==> src/rtl/ddr_tx_serializer.sv <==
// DDR transmit serializer: buffers word pairs in a small FIFO and drives the
// rise word during the clk-high phase and the fall word during the clk-low phase.
module ddr_tx_serializer #(
  parameter int                WIDTH      = 8,
  parameter int                FIFO_DEPTH = 4,
  parameter logic [WIDTH-1:0]  IDLE_VALUE = {WIDTH{1'b0}}
) (
  input  logic                          clk,
  input  logic                          rst_n,
  input  logic                          enable,
  input  logic                          s_valid,
  output logic                          s_ready,
  input  logic [WIDTH-1:0]              s_data_rise,
  input  logic [WIDTH-1:0]              s_data_fall,
  output logic [WIDTH-1:0]              ddr_data,
  output logic                          ddr_valid,
  output logic [$clog2(FIFO_DEPTH):0]   fifo_level,
  output logic                          underrun,
  output logic [15:0]                   beat_count
);

  localparam int AW = $clog2(FIFO_DEPTH);
  localparam logic [AW:0] DEPTH_L = (AW+1)'(FIFO_DEPTH);

  logic [WIDTH-1:0] mem_rise [FIFO_DEPTH];
  logic [WIDTH-1:0] mem_fall [FIFO_DEPTH];
  logic [AW-1:0]    wr_ptr;
  logic [AW-1:0]    rd_ptr;
  logic             push;
  logic             pop;

  logic [WIDTH-1:0] rise_q;
  logic [WIDTH-1:0] fall_pre;
  logic [WIDTH-1:0] fall_q;
  logic             valid_q;
  logic             valid_fall_q;

  // Ready depends only on the registered level, never on this cycle's pop.
  assign s_ready = (fifo_level < DEPTH_L);
  assign push    = s_valid && s_ready;
  assign pop     = enable && (fifo_level != '0);

  always_ff @(posedge clk) begin
    if (push) begin
      mem_rise[wr_ptr] <= s_data_rise;
      mem_fall[wr_ptr] <= s_data_fall;
    end
  end

  always_ff @(posedge clk or negedge rst_n) begin
    if (!rst_n) begin
      wr_ptr     <= '0;
      rd_ptr     <= '0;
      fifo_level <= '0;
      rise_q     <= IDLE_VALUE;
      fall_pre   <= IDLE_VALUE;
      valid_q    <= 1'b0;
      underrun   <= 1'b0;
      beat_count <= '0;
    end else begin
      if (push) wr_ptr <= wr_ptr + AW'(1);
      if (pop)  rd_ptr <= rd_ptr + AW'(1);
      case ({push, pop})
        2'b10:   fifo_level <= fifo_level + (AW+1)'(1);
        2'b01:   fifo_level <= fifo_level - (AW+1)'(1);
        default: fifo_level <= fifo_level;
      endcase
      // A burst broken by an empty FIFO, not by enable dropping.
      underrun <= valid_q && enable && (fifo_level == '0);
      if (pop) begin
        rise_q     <= mem_rise[rd_ptr];
        fall_pre   <= mem_fall[rd_ptr];
        valid_q    <= 1'b1;
        beat_count <= beat_count + 16'd1;
      end else begin
        rise_q   <= IDLE_VALUE;
        fall_pre <= IDLE_VALUE;
        valid_q  <= 1'b0;
      end
    end
  end

  // Retime the fall word so it only changes at the falling edge.
  always_ff @(negedge clk or negedge rst_n) begin
    if (!rst_n) begin
      fall_q       <= IDLE_VALUE;
      valid_fall_q <= 1'b0;
    end else begin
      fall_q       <= fall_pre;
      valid_fall_q <= valid_q;
    end
  end

  assign ddr_data  = clk ? rise_q  : fall_q;
  assign ddr_valid = clk ? valid_q : valid_fall_q;

endmodule

==> config.mk <==
export PLATFORM = sky130hd
export DESIGN_NAME = ddr_tx_serializer
export DESIGN_NICKNAME = d
export VERILOG_FILES = /design/src/rtl/ddr_tx_serializer.sv
export SDC_FILE = /design/constraint.sdc
export NUM_CORES = 1
export LEC_CHECK = 0
export CAP_MARGIN = 40
export CORE_MARGIN = 5
export CORE_UTILIZATION = 45
export DETAILED_ROUTE_END_ITERATION = 12
export PLACE_DENSITY = 0.67
export SLEW_MARGIN = 40
export SYNTH_ARGS = -nofsm -noshare
export SYNTH_HDL_FRONTEND = slang
export SYNTH_SLANG_ARGS = --single-unit
==> constraint.sdc <==
create_clock -name clk -period 1.85 [get_ports clk]
set_input_delay 0.4625 -clock clk [delete_from_list [all_inputs] [get_ports clk]]
set_output_delay 0.4625 -clock clk [all_outputs]
set_load 0.005 [all_outputs]
== Word level (Yosys, flattened, before mapping) ==
Memory sizes are Yosys's and may differ from the RTL's.
Cells that the tools add are included.
Word-level totals
  register bits after elaboration: 50
  bits in latches: 0
  bits in writable memories: 64
  ROM bits: 0
  input bits: 20
  output and inout bits: 30
  word-level logic and storage cells: 35
  memories kept: 2
Cells by class
  add/subtract/negate cells: 5
  $mul: 0
  divide/modulo/power cells: 0
  $lt $le $gt $ge: 1
  equal/unequal tests: 2
  shifts and indexed selects: 0
  mux-type cells: 8
  bitwise gates (word level): 0
  reductions and logical operators: 7
Memories
  mem_fall: words 4, width 8, read ports 1, clocked after Yosys merged registers in 0, write ports 1, RTL line 26  | logic [WIDTH-1:0] mem_fall [FIFO_DEPTH];
  mem_rise: words 4, width 8, read ports 1, clocked after Yosys merged registers in 0, write ports 1, RTL line 25  | logic [WIDTH-1:0] mem_rise [FIFO_DEPTH];
Operator list (count)
  8-bit 2-to-1 mux: 3
  16-bit by 1-bit adder with 16-bit output, second input constant: 1
  3-bit case mux with 2 select lines: 1
  2-bit by 1-bit adder with 2-bit output, second input constant: 2
  1-bit logical AND: 4
  1-bit 2-to-1 mux: 4
  3-bit by 1-bit adder with 3-bit output, second input constant: 1
  3-bit logical NOT: 1
  3-bit < comparator, second input constant: 1
  3-bit nonzero test: 1
  3-bit by 1-bit subtractor with 3-bit output, second input constant: 1
  2-bit by 1-bit == test with 1-bit output, second input constant: 1
  2-bit == test, second input constant: 1
  2-bit nonzero test: 1

== Longest topological paths before layout ==
Gate-level depths: netlist of run 1.
  depth after elaboration: 4
  mapped depth: 9
  gate-level depth less buffers: 8

==> summary.txt, run 1 <==
Cells and area
  – N_diodes: 0
  – Fin cells: 477
  – Cell area after layout: 0.00593 mm^2
  – Layout cells sized above 1: 33.0%
  – Area Overhead vs Synth: 37.6%
  – Final #Nets: 361

Place
  – Placed Area: between 0.005 and 0.006 mm^2
  – GP Congestion: roughly 0.76
  – Buffers on Ports: 49
  – Placed Cells: 420
  – DPL Wire Length: between 4 and 5 mm

Detailed routing
  – DR WL met3: 490 um
  – DRT iter0 DRCs: 60
  – ANT nets after route: 0
  – Post-DR wirelength/cell: 15.7 um
  – M1 WL: 3.18 mm
  – Via count: 2,289
  – DRT Pass-1 Iters: 6
  – # DRC: 0
  – Drt via density: 4.80
  – Routed wl met2: roughly 3.6 mm
  – Wirelength, routed: 7.48 mm
  – Uppermost routed layer: met4

Yosys
  – Synth warn: 0
  – Post-synth cell types: 27
  – Sequential area share after synthesis: 73.6%
  – Post-Syn Area: 0.00431 mm^2
  – Top post-synthesis cells by area: edfxtp_1, dfrtp_1, mux4_2
  – Area leader, netlist: edfxtp_1
  – FF+latch count, synth: 114
  – Syn Nets: 263
  – Post-synth top area share: ~45%
  – Cell count after synthesis: 236
  – Synth Area per Inst: 18.3 um^2

Power and ir drop
  – Worst vdd ir: 816 uV
  – Lkg Pwr: 2.43 nW
  – PD cells: ~1600 mW/mm^2

Timing
  – Final Setup Violations: 9
  – RSZ-0062 raised after global routing: true
  – TNS Setup: -7.04 ns
  – Endpoints failing hold: 0
  – Worst clock skew: 0.0482 ns
  – Fin. max-slew vios: 0
  – Headroom to the max-slew limit: ~80%
  – Final setup margin: -0.787 ns
  – Slew @ Worst Pin: between 0.2 and 0.3 ns

GRT
  – Initial antenna violation count: 0
  – Number of global-route vias before repair: ~2,500
  – GRT overflow: 0
  – GRT Util Overall: 14.9%
  – Global-route wire length before repair: 12.5 mm
  – Largest net degree at the start of global routing: 39

Clocking
  – CTS tree: built
  – Worst-path clk slew: 0.06 ns
  – Clock latency on the worst-skew pair: 0.59 ns

Worst setup path
  – R2R setup slack: 0.12 ns
  – CP startpoint kind: flop
  – Data arrival, critical path: 2.17 ns
  – Worst reg2reg path depth: 9
  – WP data required: 1.39 ns
  – Crit. End Element: output pin
  – Worst r2r src: fifo_level[1]$_DFFE_PN0P_
  – CP max FO: 1
  – Capture point of the worst reg-to-reg path: fifo_level[2]$_DFFE_PN0P_
  – CP Class: flop to output pin

Run status
  – Status: finished with violations
  – Failing checks: setup timing

Floorplan
  – Core Box Area: 0.00928 mm^2
  – Die area: 0.0116 mm^2
  – Starting Density: 46.4%
  – Die width: 108 um
  – Row cnt: 35
  – I/O pins: 50
  – Die H: 108 um

Min path
  – Worst hold path type: input pin to asynchronous set/reset pin

Flow run
  – Max cap viols: 0
[sequential cells by signal, indices dropped and copies added (netlist names)]
register / count
valid_fall_q: 1
fall_pre: 8
mem_fall: 32
valid_q: 1
rd_ptr: 2
fall_q: 8
fifo_level: 3
beat_count: 16
underrun: 1
wr_ptr: 2
rise_q: 8
mem_rise: 32
[where the power goes]
group,internal [mW],switching (mW),total (mW)
Combinational,1.10,0.901,2.00
Clock,2.77,1.41,4.18
Sequential,3.28,0.200,3.48
Total,7.15,2.51,9.66
[layout by cell type, fill, tap and decap left out, types with 5 or more instances in the layout]
| cell | instances |
|---|---|
| xnor2_1 | 18 |
| clkbuf_8 | 6 |
| mux4_2 | 16 |
| buf_4 | 26 |
| nand4_1 | 5 |
| mux2_4 | 8 |
| buf_12 | 7 |
| nand3_1 | 5 |
| clkbuf_16 | 16 |
| edfxtp_1 | 64 |
| dfrtn_1 | 9 |
| and2_1 | 20 |
| ha_1 | 5 |
| nand2_1 | 11 |
| clkdlybuf4s50_1 | 18 |
| dlygate4sd2_1 | 20 |
| inv_1 | 5 |
| buf_6 | 9 |
| dfrtp_1 | 37 |
[worst max path at each step]
stage                     slack [ns]                   start     endpoint  cells after the start
after detailed placement       -0.52     fall_q[1]$_DFF_NN0_  ddr_data[1]                      2
after global placement         -0.51     fall_q[4]$_DFF_NN0_  ddr_data[4]                      2
after CTS                      -0.82     fall_q[1]$_DFF_NN0_  ddr_data[1]                      2
after floorplan                 -0.1     fall_q[0]$_DFF_NN0_  ddr_data[0]                      1
after global routing           -0.85  valid_fall_q$_DFF_NN0_    ddr_valid                      2
final                          -0.79     fall_q[0]$_DFF_NN0_  ddr_data[0]                      2
[logic make-up after synthesis]
logic type               synth area share (%)
adder cells (fa/ha/maj)                  2.21
AO/OA/AOI/OAI                           0.609
XOR/XNOR                                 4.27
multiplexers                             10.9
buffers and inverters                    1.83
flip-flops                               73.6
AND/OR/NAND/NOR                          6.53
[synthesized netlist by cell type]
| cell | n |
|---|---|
| nor2_1 | 3 |
| xnor2_1 | 18 |
| dfrtp_1 | 41 |
| fa_1 | 1 |
| buf_6 | 2 |
| buf_2 | 3 |
| nand3_1 | 5 |
| and3_1 | 1 |
| o21ai_1 | 1 |
| ha_1 | 6 |
| nor3_2 | 2 |
| mux4_2 | 16 |
| dfrtn_1 | 9 |
| nor2b_1 | 1 |
| clkbuf_1 | 3 |
| inv_2 | 1 |
| mux2_2 | 9 |
| nand2_1 | 11 |
| inv_1 | 7 |
| and4_1 | 1 |
| nand4_1 | 5 |
| xor2_1 | 3 |
| nor4_1 | 1 |
| and2_1 | 20 |
| edfxtp_1 | 64 |
| mux2i_1 | 1 |
| o31ai_4 | 1 |
[per-stage QoR]
step	util (%)	hold slack, ns	total power [mW]	setup WS, ns
final	63.9	0.380	9.66	-0.787
after global routing	63.9	0.372	10.2	-0.847
after CTS	63.6	0.367	9.73	-0.815
after detailed placement	55.1	0.454	5.96	-0.521
after global placement	55.1	0.446	5.90	-0.514
after floorplan	-	0.167	4.99	-0.0961
[layer usage]
metal	vias to the layer above	track usage (%)
met4	0	9.29
li1	1061	-
met5	-	0
met3	12	7.02
met1	1150	18.0
met2	66	21.3
[layout make-up]
type | instances | area, um^2
clock inverter | 15 | 165
multi-input combinational | 106 | 1100
fill | 668 | 3350
clock buffer | 31 | 584
tap | 129 | 161
timing repair buffer | 74 | 711
inverter | 8 | 30.0
sequential | 114 | 3180
[worst max-delay path: stages (launching register included)]
cell and delay (ns):
dfrtn_1 0.32, mux2_4 0.27, buf_6 0.12
[repair_timing]
item / 4_1_cts / 5_1_grt
hold buffers: 1 / 0
buffers inserted: 19 / 0
resized for setup: 76 / 6
endpoints found under the setup margin: 30 / 9
hold endpoints to repair: 41 / 0
pin swaps: 0 / 0
(Power assumes the default switching activity.)
==> run 2: changes to the inputs <==
--- a/config.mk
+++ b/config.mk
@@ -5,7 +5,7 @@
 export SDC_FILE = /design/constraint.sdc
 export NUM_CORES = 1
 export LEC_CHECK = 0
-export CAP_MARGIN = 40
+export CAP_MARGIN = 20
 export CORE_MARGIN = 5
 export CORE_UTILIZATION = 45
 export DETAILED_ROUTE_END_ITERATION = 12
==> results of run 2 <==
No change in the layout: final DEF, timing and power equal those of run 1.
==> run 3: changes to the inputs <==
--- a/config.mk
+++ b/config.mk
@@ -5,7 +5,7 @@
 export SDC_FILE = /design/constraint.sdc
 export NUM_CORES = 1
 export LEC_CHECK = 0
-export CAP_MARGIN = 20
+export CAP_MARGIN = 15
 export CORE_MARGIN = 5
 export CORE_UTILIZATION = 45
 export DETAILED_ROUTE_END_ITERATION = 12
==> results of run 3 <==
No change in the layout: final DEF, timing and power equal those of run 1.
